<file path="config.mk">
export PLATFORM = sky130hd
export DESIGN_NAME = node_iter_ctl
export DESIGN_NICKNAME = d
export VERILOG_FILES = /design/src/rtl/node_iter_ctl.sv
export SDC_FILE = /design/constraint.sdc
export NUM_CORES = 1
export LEC_CHECK = 0
export CAP_MARGIN = 10
export CORE_MARGIN = 3
export CORE_UTILIZATION = 48
export DETAILED_ROUTE_END_ITERATION = 6
export PLACE_DENSITY = 0.8
export SETUP_SLACK_MARGIN = 0.2
export SLEW_MARGIN = 20
export SYNTH_ARGS = -nofsm -noshare
export SYNTH_HDL_FRONTEND = slang
export SYNTH_SLANG_ARGS = --single-unit
</file>
<file path="constraint.sdc">
create_clock -name CLK -period 2.6 [get_ports CLK]
set_clock_uncertainty 0.05 [all_clocks]
set_input_delay 0.39 -clock CLK [delete_from_list [all_inputs] [get_ports CLK]]
set_output_delay 0.39 -clock CLK [all_outputs]
set_load 0.02 [all_outputs]
</file>
<file path="src/rtl/node_iter_ctl.sv">
// Iterating initiator node: applies the attached child node CNT times to IN.
// Optional child response timeout is enabled by defining NODE_ITER_TIMEOUT_EN.
module node_iter_ctl #(
  parameter int WIDTH   = 16,
  parameter int TIMEOUT = 255
) (
  input  logic             CLK,
  input  logic             RST,
  input  logic             ST,
  input  logic [WIDTH-1:0] IN,
  input  logic [WIDTH-1:0] CNT,
  output logic             RD,
  output logic [WIDTH-1:0] RES,
  output logic             ERR,
  output logic             C_ST,
  output logic [WIDTH-1:0] C_IN,
  input  logic             C_RD,
  input  logic [WIDTH-1:0] C_RES,
  output logic [2:0]       DBG_STATE
);

  // Handshake: a request is a rising edge of ST; the node drops RD while busy
  // and raises it again once RES is valid. The child side uses the same rule,
  // with C_ST held high until the child acknowledges by dropping C_RD.

  typedef enum logic [2:0] {
    S_IDLE    = 3'd0,
    S_ISSUE   = 3'd1,
    S_WAIT_LO = 3'd2,
    S_WAIT_HI = 3'd3,
    S_DONE    = 3'd4
  } state_t;

  if (TIMEOUT < 1) begin : g_bad_timeout
    $error("node_iter_ctl: TIMEOUT must be at least 1");
  end

  state_t           state, state_n;
  logic             st_old;
  logic [WIDTH-1:0] acc, acc_n;
  logic [WIDTH-1:0] rem, rem_n;
  logic             rd, rd_n;
  logic [WIDTH-1:0] res, res_n;
  logic             err, err_n;
  logic             c_st, c_st_n;
  logic [WIDTH-1:0] c_in, c_in_n;
  logic             st_edge;
  logic             tmo_hit;

  assign st_edge   = ST & ~st_old;
  assign RD        = rd;
  assign RES       = res;
  assign ERR       = err;
  assign C_ST      = c_st;
  assign C_IN      = c_in;
  assign DBG_STATE = state;

`ifdef NODE_ITER_TIMEOUT_EN
  localparam int TW = $clog2(TIMEOUT + 1);
  logic [TW-1:0] tmo_cnt;

  // Counts cycles spent waiting on the child within one iteration.
  assign tmo_hit = (tmo_cnt == TW'(TIMEOUT - 1));

  always_ff @(posedge CLK) begin
    if (!RST) begin
      tmo_cnt <= '0;
    end else if (state == S_ISSUE) begin
      tmo_cnt <= '0;
    end else if ((state == S_WAIT_LO || state == S_WAIT_HI) && !tmo_hit) begin
      tmo_cnt <= tmo_cnt + TW'(1);
    end
  end
`else
  assign tmo_hit = 1'b0;
`endif

  always_comb begin
    state_n = state;
    acc_n   = acc;
    rem_n   = rem;
    rd_n    = rd;
    res_n   = res;
    err_n   = err;
    c_st_n  = c_st;
    c_in_n  = c_in;
    case (state)
      S_IDLE: begin
        if (st_edge) begin
          acc_n   = IN;
          rem_n   = CNT;
          rd_n    = 1'b0;
          err_n   = 1'b0;
          state_n = (CNT == '0) ? S_DONE : S_ISSUE;
        end
      end
      S_ISSUE: begin
        c_in_n  = acc;
        c_st_n  = 1'b1;
        state_n = S_WAIT_LO;
      end
      S_WAIT_LO: begin
        if (!C_RD) begin
          c_st_n  = 1'b0;
          state_n = S_WAIT_HI;
        end else if (tmo_hit) begin
          c_st_n  = 1'b0;
          err_n   = 1'b1;
          state_n = S_DONE;
        end
      end
      S_WAIT_HI: begin
        if (C_RD) begin
          acc_n   = C_RES;
          rem_n   = rem - WIDTH'(1);
          state_n = (rem == WIDTH'(1)) ? S_DONE : S_ISSUE;
        end else if (tmo_hit) begin
          c_st_n  = 1'b0;
          err_n   = 1'b1;
          state_n = S_DONE;
        end
      end
      S_DONE: begin
        res_n   = acc;
        rd_n    = 1'b1;
        state_n = S_IDLE;
      end
      default: state_n = S_IDLE;
    endcase
  end

  always_ff @(posedge CLK) begin
    if (!RST) begin
      state  <= S_IDLE;
      st_old <= 1'b0;
      acc    <= '0;
      rem    <= '0;
      rd     <= 1'b1;
      res    <= '0;
      err    <= 1'b0;
      c_st   <= 1'b0;
      c_in   <= '0;
    end else begin
      state  <= state_n;
      st_old <= ST;
      acc    <= acc_n;
      rem    <= rem_n;
      rd     <= rd_n;
      res    <= res_n;
      err    <= err_n;
      c_st   <= c_st_n;
      c_in   <= c_in_n;
    end
  end

endmodule

</file>
# == Word-level counts from Yosys, hierarchy flattened ==
# Index checks and enable logic that the tools add are counted.
# totals
wordCells,44
ff_bits,70
output_inout_bits,38
input_bits,52
# classes
mux,16
reduce_logical,9
eq_ne,8
addsub,1
bitwise,2
# op_table
operator,n
16-bit 2-to-1 mux,4
16-bit one-hot mux with 2 select lines,2
"16-bit by 1-bit == test with 1-bit output, second input constant",1
16-bit zero test,1
"16-bit by 1-bit subtractor with 16-bit output, second input constant",1
3-bit 2-to-1 mux,5
3-bit one-hot mux with 4 select lines,1
"3-bit by 2-bit == test with 1-bit output, second input constant",2
"2-bit inequality test, second input constant",3
3-bit AND reduction,2
2-bit nonzero test,3
1-bit one-hot mux with 2 select lines,2
2-bit AND reduction,2
"3-bit by 1-bit == test with 1-bit output, second input constant",1
"3-bit == test, second input constant",1
3-bit zero test,1
1-bit 2-to-1 mux,2
1-bit AND,1
1-bit NOT,1

# == Longest topological paths before layout ==
# logic_depth
ltp_word,4
mapped_depth,8

# == Worst setup path before layout ==
# Ideal clock, no wire load.
# synth_path
kind,reg-to-reg
from,"register state[1], in the netlist DBG_STATE[1]"
to,register acc[10]
stages_incl_launch_ff,8
n_path_buf,3
setup_time_ns,0.089
t_arrival_ns,1.851
path_slack_ns,0.611
path_cell_list,dfxtp_1 -> buf_4 -> or4b_4 -> buf_6 -> a21oi_4 -> buf_6 -> nor2_1 -> a311oi_2
# synth_between
elab_chain_len,3
# synth_lines
item,line_no,rtl
from (decl),38,"state_t state, state_n;"
from (signal assigned),144,state <= state_n;
3-bit by 2-bit == test with 1-bit output or 3-bit zero test (tied branches),87,case (state)
2-bit inequality test (no source line) or 2-bit nonzero test (tied branches),--,
3-bit AND reduction (no source line),--,
to (signal assigned),146,acc <= acc_n;
to (decl),40,"logic [WIDTH-1:0] acc, acc_n;"
# Several ways; a longest one is shown, not always the timed one.
# A chain may end at the register's enable or synchronous reset.

# == Final worst setup path ==
# layout_path
from,"register state[2], in the netlist DBG_STATE[2]"
to,output DBG_STATE[2]
# layout_rtl
item,line_no,rtl
to (decl),19,output logic [2:0] DBG_STATE
# No word-level cell between the ends.

==> results.yml <==
run_status:
  outcome: "complete, no violations"
power_and_ir_drop:
  p_per_area_nw_per_um2: 591
  power.total_mw: 2.60
  p_leak_nw: 1.57
  ir_drop_v: 0.000364
clock_network:
  clkLatencyLatePin_ns: 0.34
  post_cts_buffers: 0
  cts_tree: "yes"
  path_clk_slew_ns: 0.08
  ctsHoldBuffers: 0
  cts_root_buf: "clkbuf_8"
  cts_max_level: 3
  numCtsBuffers: 9
  clk_path_buf_depth: 2
  cts_resized: 0
  clock_sinks: 70
worst_hold_path:
  whs_path_depth: 2
  hold_end: "C_IN[14]"
  hp-class: "reg2reg"
  min_from: "C_IN[14]"
drt:
  drt-initial-drc-count: 273
  vias: 3278
  wl_microns: 8980
  wire_per_inst_microns: 15.6
  vias_per_cell: 5.69
  drc: 0
  antenna_left: 0
  firstDrtPassIters: 5
yosys:
  synthesis.nets: 470
  ys_seq_elements: 70
  netlist_area_sq_um: 3280
  ys.flop_type: "dfxtp_1"
  ys_async_sr_fraction_pct: 0
  yosysTopAreaCell: "dfxtp_1"
  synth-edff-count: 0
  syn_area_per_cell_sq_um: 7.90
  yosysSeqAreaShare_pct: 42.7
  synth_area_leaders: "dfxtp_1 43%, nand2_1 13%, a21oi_1 7.3%"
  yosys.area.top_type_share_pct: 42.7
  syn-instance-count: 416
  yosys_warnings: 0
  synth.distinct_cells: 50
floorplan:
  num_rows: 29
  start_util_pct: 50.6
  io_pins: 90
  die_h_microns: 88.7
  coreArea_sq_um: 6490
  die_w_microns: 88.7
  dieArea_sq_um: 7870
global_route:
  gr-usage-met3_pct: 6.05
  use_met1_pct: 29.5
  grt_max_degree: 54
  grt_antenna_before_repair: 0
  groute.usage.overall_pct: 22.9
  grt.met2_usage_pct: 37.8
  overflow: 0
  grt_pass1_vias: 3047
  grt_pass1_wl_microns: 14100
  top_usage_layer: "met2"
critical_path:
  reg2reg_setup_slack_ns: 0.56
  cp-start-kind: "flip-flop"
  r2r-start: "DBG_STATE[1]"
  path_delay_family: "buffers and inverters"
  max_stage_delay_ns: 0.71
  critPathArrivalTime_ns: 1.71
  reg2regPathDepth: 5
  end_kind: "primary output"
  path_cells: "clkdlybuf4s50_1"
  cp-startpoint: "DBG_STATE[2]"
  crit_type: "reg2out"
  crit_fanout: 14
  path_buf_inv: 1
  rr_endpoint: "acc[13]"
  crit_required_ns: 2.16
  cp_slowest_cell: "clkdlybuf4s50_1"
place:
  place_congestion: 0.883
  dp_hpwl_microns: 6320
  portBuffers: 88
final_layout:
  syn2layout_area_growth_pct: 34.1
  antenna_cells: 0
  drive_gt1_share_pct: 10.0
  fin_nets: 548
sta:
  worst_pin_slew_ns: 0.623
  fin_crit_sh_pct: 82.5
  finalSetupTns_ns: 0
  slew_viol_final: 0
  hold_viol: 0
  slew_headroom_pct: 58.3
  timing.fmax_mhz: 466
  fin_crit_ns: 2.15
  rsz0062_at_grt: "false"
  setup_violations: 0
run:
  drv_cap: 0
sequential cells by signal, indices dropped and copies added (netlist names):
| name | count |
|---|---|
| rem | 16 |
| RD | 1 |
| DBG_STATE | 3 |
| RES | 16 |
| C_ST | 1 |
| acc | 16 |
| C_IN | 16 |
| st_old | 1 |
power by group:
part	internal (mW)	switching (mW)	leakage, nW
combinational	0.227	0.270	0.892
sequential	1.14	0.0687	0.571
clock	0.474	0.426	0.103
worst max-delay path by stage:
| stage | end | slack, ns | cells past startpoint |
|---|---|---|---|
| floorplan | acc[10] | 0.61 | 7 |
| global placement | acc[7] | 0.24 | 6 |
| detailed placement | acc[13] | 0.17 | 6 |
| CTS | DBG_STATE[2] | 0.45 | 1 |
| global route | DBG_STATE[2] | 0.36 | 1 |
| finish | DBG_STATE[2] | 0.45 | 1 |
cell type report:
| cell class | instances | area [sq um] |
|---|---|---|
| multi-input cells | 312 | 1710 |
| repair buffers | 97 | 973 |
| inverters | 4 | 15.0 |
| clock buffers | 10 | 138 |
| flip-flops and latches | 70 | 1400 |
| fillers | 544 | 2090 |
| well taps | 77 | 96.3 |
| clock inverters | 6 | 68.8 |
Yosys cell counts, types with 2 or more instances:
| cell | instances |
|---|---|
| nor3_1 | 6 |
| a21oi_1 | 48 |
| a211oi_1 | 2 |
| a21o_1 | 2 |
| buf_4 | 3 |
| nand3_1 | 6 |
| nand4_1 | 2 |
| a22oi_1 | 4 |
| or3_1 | 2 |
| ha_1 | 2 |
| or4_1 | 2 |
| inv_1 | 4 |
| and3_1 | 4 |
| a211o_1 | 2 |
| buf_6 | 5 |
| nor2b_1 | 3 |
| a311oi_2 | 16 |
| nand2_1 | 117 |
| dfxtp_1 | 70 |
| and2_1 | 3 |
| clkbuf_1 | 21 |
| o211ai_1 | 3 |
| o21ai_0 | 18 |
| nor2_1 | 37 |
| nor4_1 | 8 |
| nand2b_1 | 2 |
layout by cell type, fill, tap and decap left out, types with 3 or more instances in the layout:
cell type	synthesis	layout
a21oi_1	48	48
a22oi_1	4	4
a311oi_2	16	16
and2_1	3	3
and3_1	4	4
buf_4	3	7
clkbuf_8	0	10
clkdlybuf4s50_1	0	88
dfxtp_1	70	70
inv_1	4	3
nand2_1	117	117
nand3_1	6	6
nor2_1	37	37
nor3_1	6	5
nor4_1	8	8
o211ai_1	3	3
o21ai_0	18	18
layer usage:
metal  share of wire, %  wire length (microns)
met1                 41                   3670
met2                 49                   4370
met3                9.2                    830
met4                1.2                    110
met5                  0                      0
cells by family after synthesis:
family / after synthesis / share of synthesized area, %
adders and majority gates: 2 / 0.762
and+or+nand+nor: 199 / 26.4
other: 1 / 0.114
AOI/OAI and AO/OA: 110 / 24.6
buffers and inverters: 34 / 5.41
DFF: 70 / 42.7
through the flow:
step | hold slack, ns | setup slack (ns) | area, sq um | std cells | utilization (%)
5_1_grt | 0.430 | 0.364 | 4410 | 576 | 67.8
6_report | 0.408 | 0.455 | 4410 | 576 | 67.8
4_1_cts | 0.409 | 0.450 | 4410 | 576 | 67.8
2_1_floorplan | 0.396 | 0.611 | 3280 | 416 | -
3_3_place_gp | 0.394 | 0.239 | 4200 | 560 | 64.7
3_5_place_dp | 0.398 | 0.175 | 4200 | 560 | 64.7
Power figures use the tool's default switching activity.
